### src/rtl/mdu_pkg.sv
// mdu_pkg: shared types and MIPS funct encodings for the multiply/divide unit.
package mdu_pkg;
  typedef enum logic [1:0] {
    OP_MULT  = 2'b00,
    OP_MULTU = 2'b01,
    OP_DIV   = 2'b10,
    OP_DIVU  = 2'b11
  } mdu_op_t;
  typedef enum logic [1:0] {S_IDLE, S_CALC, S_FIX, S_DONE} mdu_state_t;
  localparam logic [5:0] F_MULT  = 6'h18;
  localparam logic [5:0] F_MULTU = 6'h19;
  localparam logic [5:0] F_DIV   = 6'h1a;
  localparam logic [5:0] F_DIVU  = 6'h1b;
  // The low two funct bits of the MDU group line up with the op encoding.
  function automatic mdu_op_t funct_to_op(input logic [5:0] f);
    return mdu_op_t'(f[1:0]);
  endfunction
endpackage

### src/rtl/mdu_iter_step.sv
// mdu_iter_step: one shift-add multiply step or one restoring-divide step.
module mdu_iter_step #(
  parameter int N = 32
) (
  input  logic         div,
  input  logic [N-1:0] acc,
  input  logic [N-1:0] lo,
  input  logic [N-1:0] opnd,
  output logic [N-1:0] acc_n,
  output logic [N-1:0] lo_n,
  output logic         qbit
);
  logic [N:0]   sum;
  logic [N:0]   sh;
  logic [N+1:0] diff;
  always_comb begin
    sum   = {1'b0, acc} + (lo[0] ? {1'b0, opnd} : '0);
    sh    = {acc, lo[N-1]};
    diff  = {1'b0, sh} - {2'b00, opnd};
    // Trial subtraction succeeds when it is non-negative and fits the remainder.
    qbit  = div & (diff[N+1:N] == 2'b00);
    acc_n = div ? (qbit ? diff[N-1:0] : sh[N-1:0]) : sum[N:1];
    lo_n  = {sum[0], lo[N-1:1]};
  end
endmodule

### src/rtl/mdu_sequencer.sv
// mdu_sequencer: iterative MULT/MULTU/DIV/DIVU sequencer owning the HI/LO pair.
module mdu_sequencer
  import mdu_pkg::*;
#(
  parameter int N  = 32,
  parameter int CW = 6
) (
  input  logic         clk,
  input  logic         reset,
  input  logic         start,
  input  logic [1:0]   op,
  input  logic [N-1:0] a,
  input  logic [N-1:0] b,
  input  logic         hilo_rd,
  input  logic         hi_we,
  input  logic         lo_we,
  input  logic [N-1:0] wdata,
  output logic         busy,
  output logic         done,
  output logic         stall,
  output logic [N-1:0] hi,
  output logic [N-1:0] lo
);
  mdu_state_t     state, state_n;
  mdu_op_t        op_in;
  logic [CW-1:0]  cnt;
  logic [N-1:0]   acc, lo_w, opnd, acc_n, lo_n, a_abs, b_abs, q_f, r_f, res_hi, res_lo;
  logic [2*N-1:0] prod_f;
  logic           is_div, div_in, neg_q, neg_r, div0, qbit, sgn, accept;

  mdu_iter_step #(.N(N)) u_step (
    .div  (is_div),
    .acc  (acc),
    .lo   (lo_w),
    .opnd (opnd),
    .acc_n(acc_n),
    .lo_n (lo_n),
    .qbit (qbit)
  );

  always_comb begin
    busy    = (state == S_CALC) | (state == S_FIX);
    done    = state == S_DONE;
    stall   = busy & (hilo_rd | start);
    accept  = start & ((state == S_IDLE) | (state == S_DONE));
    state_n = (state == S_CALC) ? ((cnt == '0) ? S_FIX : S_CALC) :
              (state == S_FIX)  ? S_DONE :
              accept            ? S_CALC : S_IDLE;
  end

  always_comb begin
    op_in  = mdu_op_t'(op);
    sgn    = (op_in == OP_MULT) | (op_in == OP_DIV);
    div_in = (op_in == OP_DIV) | (op_in == OP_DIVU);
    a_abs  = (sgn & a[N-1]) ? -a : a;
    b_abs  = (sgn & b[N-1]) ? -b : b;
    prod_f = neg_q ? -{acc, lo_w} : {acc, lo_w};
    q_f    = div0 ? '1 : (neg_q ? -lo_w : lo_w);
    r_f    = neg_r ? -acc : acc;
    res_hi = is_div ? r_f : prod_f[2*N-1:N];
    res_lo = is_div ? q_f : prod_f[N-1:0];
  end

  always_ff @(posedge clk or negedge reset)
    if (!reset) state <= S_IDLE;
    else        state <= state_n;

  always_ff @(posedge clk or negedge reset)
    if (!reset) begin
      cnt    <= '0;
      acc    <= '0;
      lo_w   <= '0;
      opnd   <= '0;
      is_div <= 1'b0;
      neg_q  <= 1'b0;
      neg_r  <= 1'b0;
      div0   <= 1'b0;
      hi     <= '0;
      lo     <= '0;
    end else begin
      if (accept) begin
        is_div <= div_in;
        neg_q  <= sgn & (a[N-1] ^ b[N-1]);
        neg_r  <= sgn & a[N-1];
        div0   <= b == '0;
        cnt    <= CW'(N-1);
        acc    <= '0;
        lo_w   <= div_in ? a_abs : b_abs;
        opnd   <= div_in ? b_abs : a_abs;
      end else if (state == S_CALC) begin
        acc  <= acc_n;
        lo_w <= is_div ? {lo_w[N-2:0], qbit} : lo_n;
        cnt  <= cnt - 1'b1;
      end
      // Results land only on the FIX edge; MTHI/MTLO are dropped while busy.
      if (state == S_FIX) begin
        hi <= res_hi;
        lo <= res_lo;
      end else if (!busy) begin
        if (hi_we) hi <= wdata;
        if (lo_we) lo <= wdata;
      end
    end
endmodule

### config.mk
export PLATFORM = sky130hd
export DESIGN_NAME = mdu_sequencer
export DESIGN_NICKNAME = d
export VERILOG_FILES = /design/src/rtl/mdu_pkg.sv /design/src/rtl/mdu_iter_step.sv /design/src/rtl/mdu_sequencer.sv
export SDC_FILE = /design/constraint.sdc
export NUM_CORES = 1
export LEC_CHECK = 0
export BUFFER_PORTS_ARGS = -buffer_cell sky130_fd_sc_hd__buf_4
export CORE_ASPECT_RATIO = 0.7
export CORE_MARGIN = 2
export CORE_UTILIZATION = 61
export DETAILED_ROUTE_END_ITERATION = 6
export HOLD_SLACK_MARGIN = 0.08
export PLACE_DENSITY = 0.83
export RECOVER_POWER = 25
export SYNTH_ARGS = -nofsm -noshare
export SYNTH_HDL_FRONTEND = slang
export SYNTH_SLANG_ARGS = --single-unit
### constraint.sdc
create_clock -name clk -period 3.7 [get_ports clk]
set_input_delay 0.185 -clock clk [delete_from_list [all_inputs] [get_ports clk]]
set_output_delay 0.185 -clock clk [all_outputs]
set_load 0.01 [all_outputs]
# After elaboration in Yosys (flattened, before gate mapping)
# Cells that the tools add are included.
dict set report word_totals {
  latchBits 0
  input_bits 104
  romBits 0
  wordCells 77
  ramBits 0
  output_inout_bits 67
  reg_bits 172
  memories 0
}
dict set report op_classes {
  n_eq_ne 6
  div 0
  multipliers 0
  mux 30
  add_sub_neg 8
  bitwise_logic 12
  reduce_logical 10
  n_shift 0
  order_cmp 0
}
# cell n
set op_table {}
lappend op_table {{two-way mux 32 bit} 23}
lappend op_table {{negator 32 bit} 4}
lappend op_table {{two-way mux 64 bit} 1}
lappend op_table {{negator 64 bit} 1}
lappend op_table {{subtractor 33 x 32 -> 34 bit} 1}
lappend op_table {{adder 32 x 33 -> 33 bit} 1}
lappend op_table {{logical NOT 32 bit} 1}
lappend op_table {{two-way mux 6 bit} 2}
lappend op_table {{equality test 2 bit (second input constant)} 4}
lappend op_table {{bitwise AND 1 bit} 6}
lappend op_table {{logical NOT 2 bit} 3}
lappend op_table {{logical NOT 6 bit} 1}
lappend op_table {{two-way mux 2 bit} 3}
lappend op_table {{nonzero test 2 bit} 3}
lappend op_table {{subtractor 6 x 1 -> 6 bit (second input constant)} 1}
lappend op_table {{bitwise OR 1 bit} 5}
lappend op_table {{AND reduction 2 bit} 2}
lappend op_table {{equality test 2 x 1 -> 1 bit (second input constant)} 1}
lappend op_table {{inequality test 2 x 1 -> 1 bit (second input constant)} 1}
lappend op_table {{two-way mux 1 bit} 1}
lappend op_table {{bitwise XOR 1 bit} 1}

# Logic depth before layout (Yosys ltp)
dict set report depth {
  word_depth 7
  mapped_depth 15
}

# Modules after synthesis
# A second synthesis with hierarchy kept.
dict set report unflattened {
  hier_cells 2013
  area_unflattened_um2 16056.6
}
# mod cells_each instances area_each_um2
set by_module_without_submodules {}
lappend by_module_without_submodules {mdu_sequencer 1366 1 11517.3}
lappend by_module_without_submodules {mdu_iter_step 647 1 4539.4}

# Worst setup path before layout
# Ideal clock, no wire load.
dict set report synth_path {
  path_kind {reg-to-reg}
  start {register lo_w[0]}
  end {register acc[24]}
  period_less_slack_ns 3.152
  path_slack_ns 0.548
  t_arrival_ns 3.026
  required_time_ns 3.574
  path_stages_with_launch 15
  cell_sequence {dfrtp_1 -> inv_1 -> clkbuf_1 -> nor2_1 -> ha_1 -> a21o_1 -> a21o_1 -> a31oi_1 -> o21a_1 -> o21ai_0 -> a221o_1 -> a21o_1 -> a21boi_0 -> xnor2_1 -> a221o_1}
}
dict set report synth_via {
  elab_chain_len 5
}
# element line_no
set synth_rtl {}
lappend synth_rtl {{from (decl)} mdu_sequencer.sv:27} ;# logic [N-1:0] acc, lo_w, opnd, acc_n, lo_n, a_abs, b_abs, q_f, r_f, res_hi, res_lo;
lappend synth_rtl {{from (signal assigned)} mdu_sequencer.sv:88} ;# lo_w <= div_in ? a_abs : b_abs;
lappend synth_rtl {{from (signal assigned)} mdu_sequencer.sv:92} ;# lo_w <= is_div ? {lo_w[N-2:0], qbit} : lo_n;
lappend synth_rtl {{two-way mux 32 bit} mdu_iter_step.sv:17} ;# sum = {1'b0, acc} + (lo[0] ? {1'b0, opnd} : '0);
lappend synth_rtl {{adder 32 x 33 -> 33 bit} mdu_iter_step.sv:17}
lappend synth_rtl {{two-way mux 32 bit} mdu_iter_step.sv:22} ;# acc_n = div ? (qbit ? diff[N-1:0] : sh[N-1:0]) : sum[N:1];
lappend synth_rtl {{two-way mux 32 bit} mdu_sequencer.sv:90} ;# end else if (state == S_CALC) begin
lappend synth_rtl {{two-way mux 32 bit} mdu_sequencer.sv:81} ;# if (accept) begin
lappend synth_rtl {{to (signal assigned)} mdu_sequencer.sv:91} ;# acc <= acc_n;
lappend synth_rtl {{to (decl)} mdu_sequencer.sv:27}
# Every way passes these cells. The select of a mux whose other input is x is not followed.
# A chain may end at the register's enable or synchronous reset.

# Worst setup path after layout
dict set report layout_path {
  start {register acc[15]}
  end {register acc[24]}
}
dict set report layout_via {
  elab_chain_len 7
  word_cells_on_any_way 8
}
# element line_no
set layout_rtl {}
lappend layout_rtl {{subtractor 33 x 32 -> 34 bit} mdu_iter_step.sv:19} ;# diff = {1'b0, sh} - {2'b00, opnd};
lappend layout_rtl {{logical NOT 2 bit} mdu_iter_step.sv:21} ;# qbit = div & (diff[N+1:N] == 2'b00);
lappend layout_rtl {{bitwise AND 1 bit} mdu_iter_step.sv:21}
lappend layout_rtl {{two-way mux 32 bit} mdu_iter_step.sv:22}
lappend layout_rtl {{two-way mux 32 bit (*)} mdu_iter_step.sv:22}
lappend layout_rtl {{two-way mux 32 bit (*)} mdu_sequencer.sv:90}
lappend layout_rtl {{two-way mux 32 bit (*)} mdu_sequencer.sv:81}
# Every way passes the cells marked *; elsewhere a longest branch is shown, timed or not. The select of a mux whose other input is x is not followed.

==> impl_metrics.toml <==
[outcome]
run_status = "finished with violations"
violations_in_the_final_reports = "capacitance limit, slew limit"

[layout]
area.growth.synth_to_final_pct = 17.8
num_antenna_cells = 0
design_area_um2 = 17900
final_core_utilization_pct = 72.8
drive_above_1_share_pct = 14.2
final_net_count = 2348
stdcell_count = 2506

[worst_setup_path]
worst-path-max-fanout = 7
path_cells = "ha_1 -> a21oi_1 -> o21ai_0 -> a2111oi_0 -> o21ai_0 -> buf_4 -> a31o_2 -> nor2b_1 -> a21boi_2 -> o221ai_1 -> a21oi_1 -> a221o_1"
cell_with_the_largest_stage_delay_on_the_worst_path = "sky130_fd_sc_hd__a2111oi_0"
cp_data_arrival_time_ps = 3900
timing.critical_path.to_type = "flop"
setup.worst_path.start_class = "flop"
timing.reg2reg.worst_path_depth = 12
critPathMaxStageDelay_ps = 460
setup.worst_path.class = "reg -> reg"
critPathRequiredTime_ps = 4030

[logic_synthesis]
share_of_synthesized_flip_flops_with_an_asynchronous_set_or_reset_pct = 100
post_synth_xor_area_fraction_pct = 10.0
synth_top_area_share_pct = 28.3
synth_top_flop_cell = "sky130_fd_sc_hd__dfrtp_1"
syn_nets = 2168
post_synth_inst_count = 1988
synthesis.area_per_instance_um2 = 7.64
ranking_of_synthesized_cells_by_area = "sky130_fd_sc_hd__dfrtp_1 28%, sky130_fd_sc_hd__o21ai_0 8.4%, sky130_fd_sc_hd__xnor2_1 6.5%"
synth_enable_flop_cells = 0
synth_compound_gate_area_share_pct = 27.6
post_synth_instance_area_um2 = 15200
post_synth_mux_area_share_pct = 3.43
synth_area_leader_cell = "sky130_fd_sc_hd__dfrtp_1"
yosysSeqAreaShare_pct = 28.3
synth_seq_cells = 172
yosys.cell_types.count = 81
synth-simple-area-share_pct = 19.1
yosysMostFrequentCell = "sky130_fd_sc_hd__o21ai_0"
yosys-top-cells-count = "255 x sky130_fd_sc_hd__o21ai_0, 247 x sky130_fd_sc_hd__nand2_1, 172 x sky130_fd_sc_hd__dfrtp_1, 157 x sky130_fd_sc_hd__nor2_1, 144 x sky130_fd_sc_hd__a21oi_1"
dominant_combinational_cell_family_by_area_after_synthesis = "compound AO/OA/AOI/OAI gates"
synth-warning-count = 0
synth-adder-area-share_pct = 6.36

[floorplanning]
core.rowCount = 48
dieArea_um2 = 26200
die-height_um = 136
io_pins = 171
floorplan.initialDensity_pct = 61.8
die_w_um = 193
area_of_the_core_um2 = 24600

[placed_design]
detailedPlacementHpwl_um = 45100
io_buffers = 170
finalWeightedCongestion = 1.04
placedInstanceArea_um2 = 17100
place.detailed.instances = 2450

[timing]
max-slew-margin-rel_pct = -51.7
final_max_slew_viol_count = 81
worstMarginPinSlew_ps = 2270
max_clock_freq_mhz = 280
final.setup_skew_ps = 19.3
hold_viol_final = 0
finalCriticalPeriod_ps = 3570
timing.final.setup_violations = 0
post_route_fraction_of_the_period_consumed_by_the_critical_path_pct = 96.4

[hold_path]
hold_depth = 3
hold_class = "in -> reg"

[detailed_routing]
route.detailed.wl_per_inst_um = 23.6
drt_pass1_iterations = 6
totalWireLength_um = 59100
first_iter_violations = 2300
antenna_nets_post_route = 0
drt-vias-per-instance = 6.70
residual_drc = 0
detailroute.via_count = 16800

[clock_tree]
tritoncts = "built"
cts_root_cell = "sky130_fd_sc_hd__clkbuf_16"
clock_sink_count = 172
clock_latency_late_sink_ps = 460
cts-buffers-inserted = 17
htree_levels = 4
clockBufferDepth = 2
worst_setup_hold_path_clk_slew_ps = 90

[pwr]
total_leakage_power_nw = 7.89
power-per-cell-area_nw_per_um2 = 1080
ir_worst_vdd_v = 0.000553

[global_routing]
first_global_vias = 15400
antenna_found_initial = 0
grt_remaining_overflow = 0
grt_first_pass_wirelength_um = 88800
grt_max_degree = 108
globalRouteTotalUtil_pct = 44.8

[flow_run]
drv.max_cap_violation_count = 1
## per-stage QoR
stage               setup TNS (ps)  hold WS [ps]  worst slack, ps  power (mW)
floorplan                        0          -111              548        12.2
global placement                 0           261              320        16.6
finish                           0          85.5              132        19.4
global route                 -8.03          93.5            -8.03        20.5
detailed placement               0           279              215        16.9
CTS                              0          81.4              166        18.8
## cell type report
| cell class | instances | area (µm²) |
|---|---|---|
| inverter | 77 | 289 |
| sequential | 172 | 4310 |
| clock buffer | 19 | 443 |
| multi-input combinational | 1610 | 10100 |
| tap | 325 | 407 |
| timing repair buffer | 290 | 2170 |
| clock inverter | 13 | 134 |
| fill | 1962 | 6680 |
## flip-flops by register name, indices dropped and copies added, names as in the netlist
| register | count |
|---|---|
| opnd | 32 |
| hi | 32 |
| is_div | 1 |
| lo | 32 |
| state | 2 |
| neg_q | 1 |
| div0 | 1 |
| lo_w | 32 |
| acc | 32 |
| neg_r | 1 |
| cnt | 6 |
## power breakdown
part,internal (mW),total (mW),switching [mW]
Clock,0.964,1.85,0.889
Combinational,5.42,13.6,8.23
Sequential,2.84,3.87,1.04
Total,9.22,19.4,10.2
## path summary, 6_finish.rpt
| check | from | endpoint | slack (ps) |
|---|---|---|---|
| worst min register to register | lo[13]$_DFFE_PN0P_ | lo[13]$_DFFE_PN0P_ | 490 |
| worst max-delay path | acc[15]$_DFFE_PN0P_ | acc[24]$_DFFE_PN0P_ | 130 |
| worst max register to register | acc[15]$_DFFE_PN0P_ | acc[24]$_DFFE_PN0P_ | 130 |
| max in group asynchronous | reset | is_div$_DFFE_PN0P_ | 1240 |
| worst min-delay path | wdata[10] | lo[10]$_DFFE_PN0P_ | 90 |
| min in group asynchronous | reset | acc[28]$_DFFE_PN0P_ | 890 |
## critical path, delay by kind of cell, from the launching register on
family / cells / cell delay [ps]
flops: 1 / 410
compound gates: 9 / 2250
buf+inv: 1 / 190
fa+ha+maj: 1 / 440
simple gates: 1 / 130
## metal layers
layer | share of wire [%] | track usage, %
met2 | 40 | 62.5
met3 | 15 | 16.6
met5 | 0 | 0
met4 | 4.4 | 18.7
met1 | 40 | 61.9
## cell families (layout without fill, tap and decap cells)
family          count (synthesis)  in the layout
simple gates                  624            624
flops                         172            172
mux                            52             52
fa+ha+maj                      76             76
xor+xnor                      174            174
compound gates                684            684
buf+inv                       206            399
## layout by cell type (no fill, tap or decap), types with 10 or more instances in the layout
cell type and n:
sky130_fd_sc_hd__o21ai_0 255, sky130_fd_sc_hd__nand2_1 246, sky130_fd_sc_hd__buf_4 240, sky130_fd_sc_hd__dfrtp_1 171
sky130_fd_sc_hd__nor2_1 157, sky130_fd_sc_hd__a21oi_1 144, sky130_fd_sc_hd__xnor2_1 112, sky130_fd_sc_hd__inv_1 75
sky130_fd_sc_hd__ha_1 71, sky130_fd_sc_hd__xor2_1 62, sky130_fd_sc_hd__mux2i_1 52, sky130_fd_sc_hd__o211ai_1 46
sky130_fd_sc_hd__nor3_1 41, sky130_fd_sc_hd__o22ai_1 32, sky130_fd_sc_hd__a21o_1 30, sky130_fd_sc_hd__nand3_1 28
sky130_fd_sc_hd__clkbuf_1 24, sky130_fd_sc_hd__dlygate4sd3_1 24, sky130_fd_sc_hd__o31ai_1 23, sky130_fd_sc_hd__a31oi_1 20
sky130_fd_sc_hd__and3_1 19, sky130_fd_sc_hd__nor4_1 18, sky130_fd_sc_hd__nor2b_1 18, sky130_fd_sc_hd__or3_1 17
sky130_fd_sc_hd__clkbuf_16 17, sky130_fd_sc_hd__a211oi_1 15, sky130_fd_sc_hd__o221ai_1 14, sky130_fd_sc_hd__nand2b_1 13
sky130_fd_sc_hd__nand4_1 11, sky130_fd_sc_hd__or4_1 10, sky130_fd_sc_hd__a22oi_1 10
## repair_timing
item / 4_1_cts / 5_1_grt
buffers inserted: 0 / 0
endpoints found under the setup margin: 0 / 13
hold buffers: 24 / 0
hold endpoints to repair: 101 / 0
gates resized for setup: 0 / 4
No activity file was read; power rests on OpenSTA's default activity.
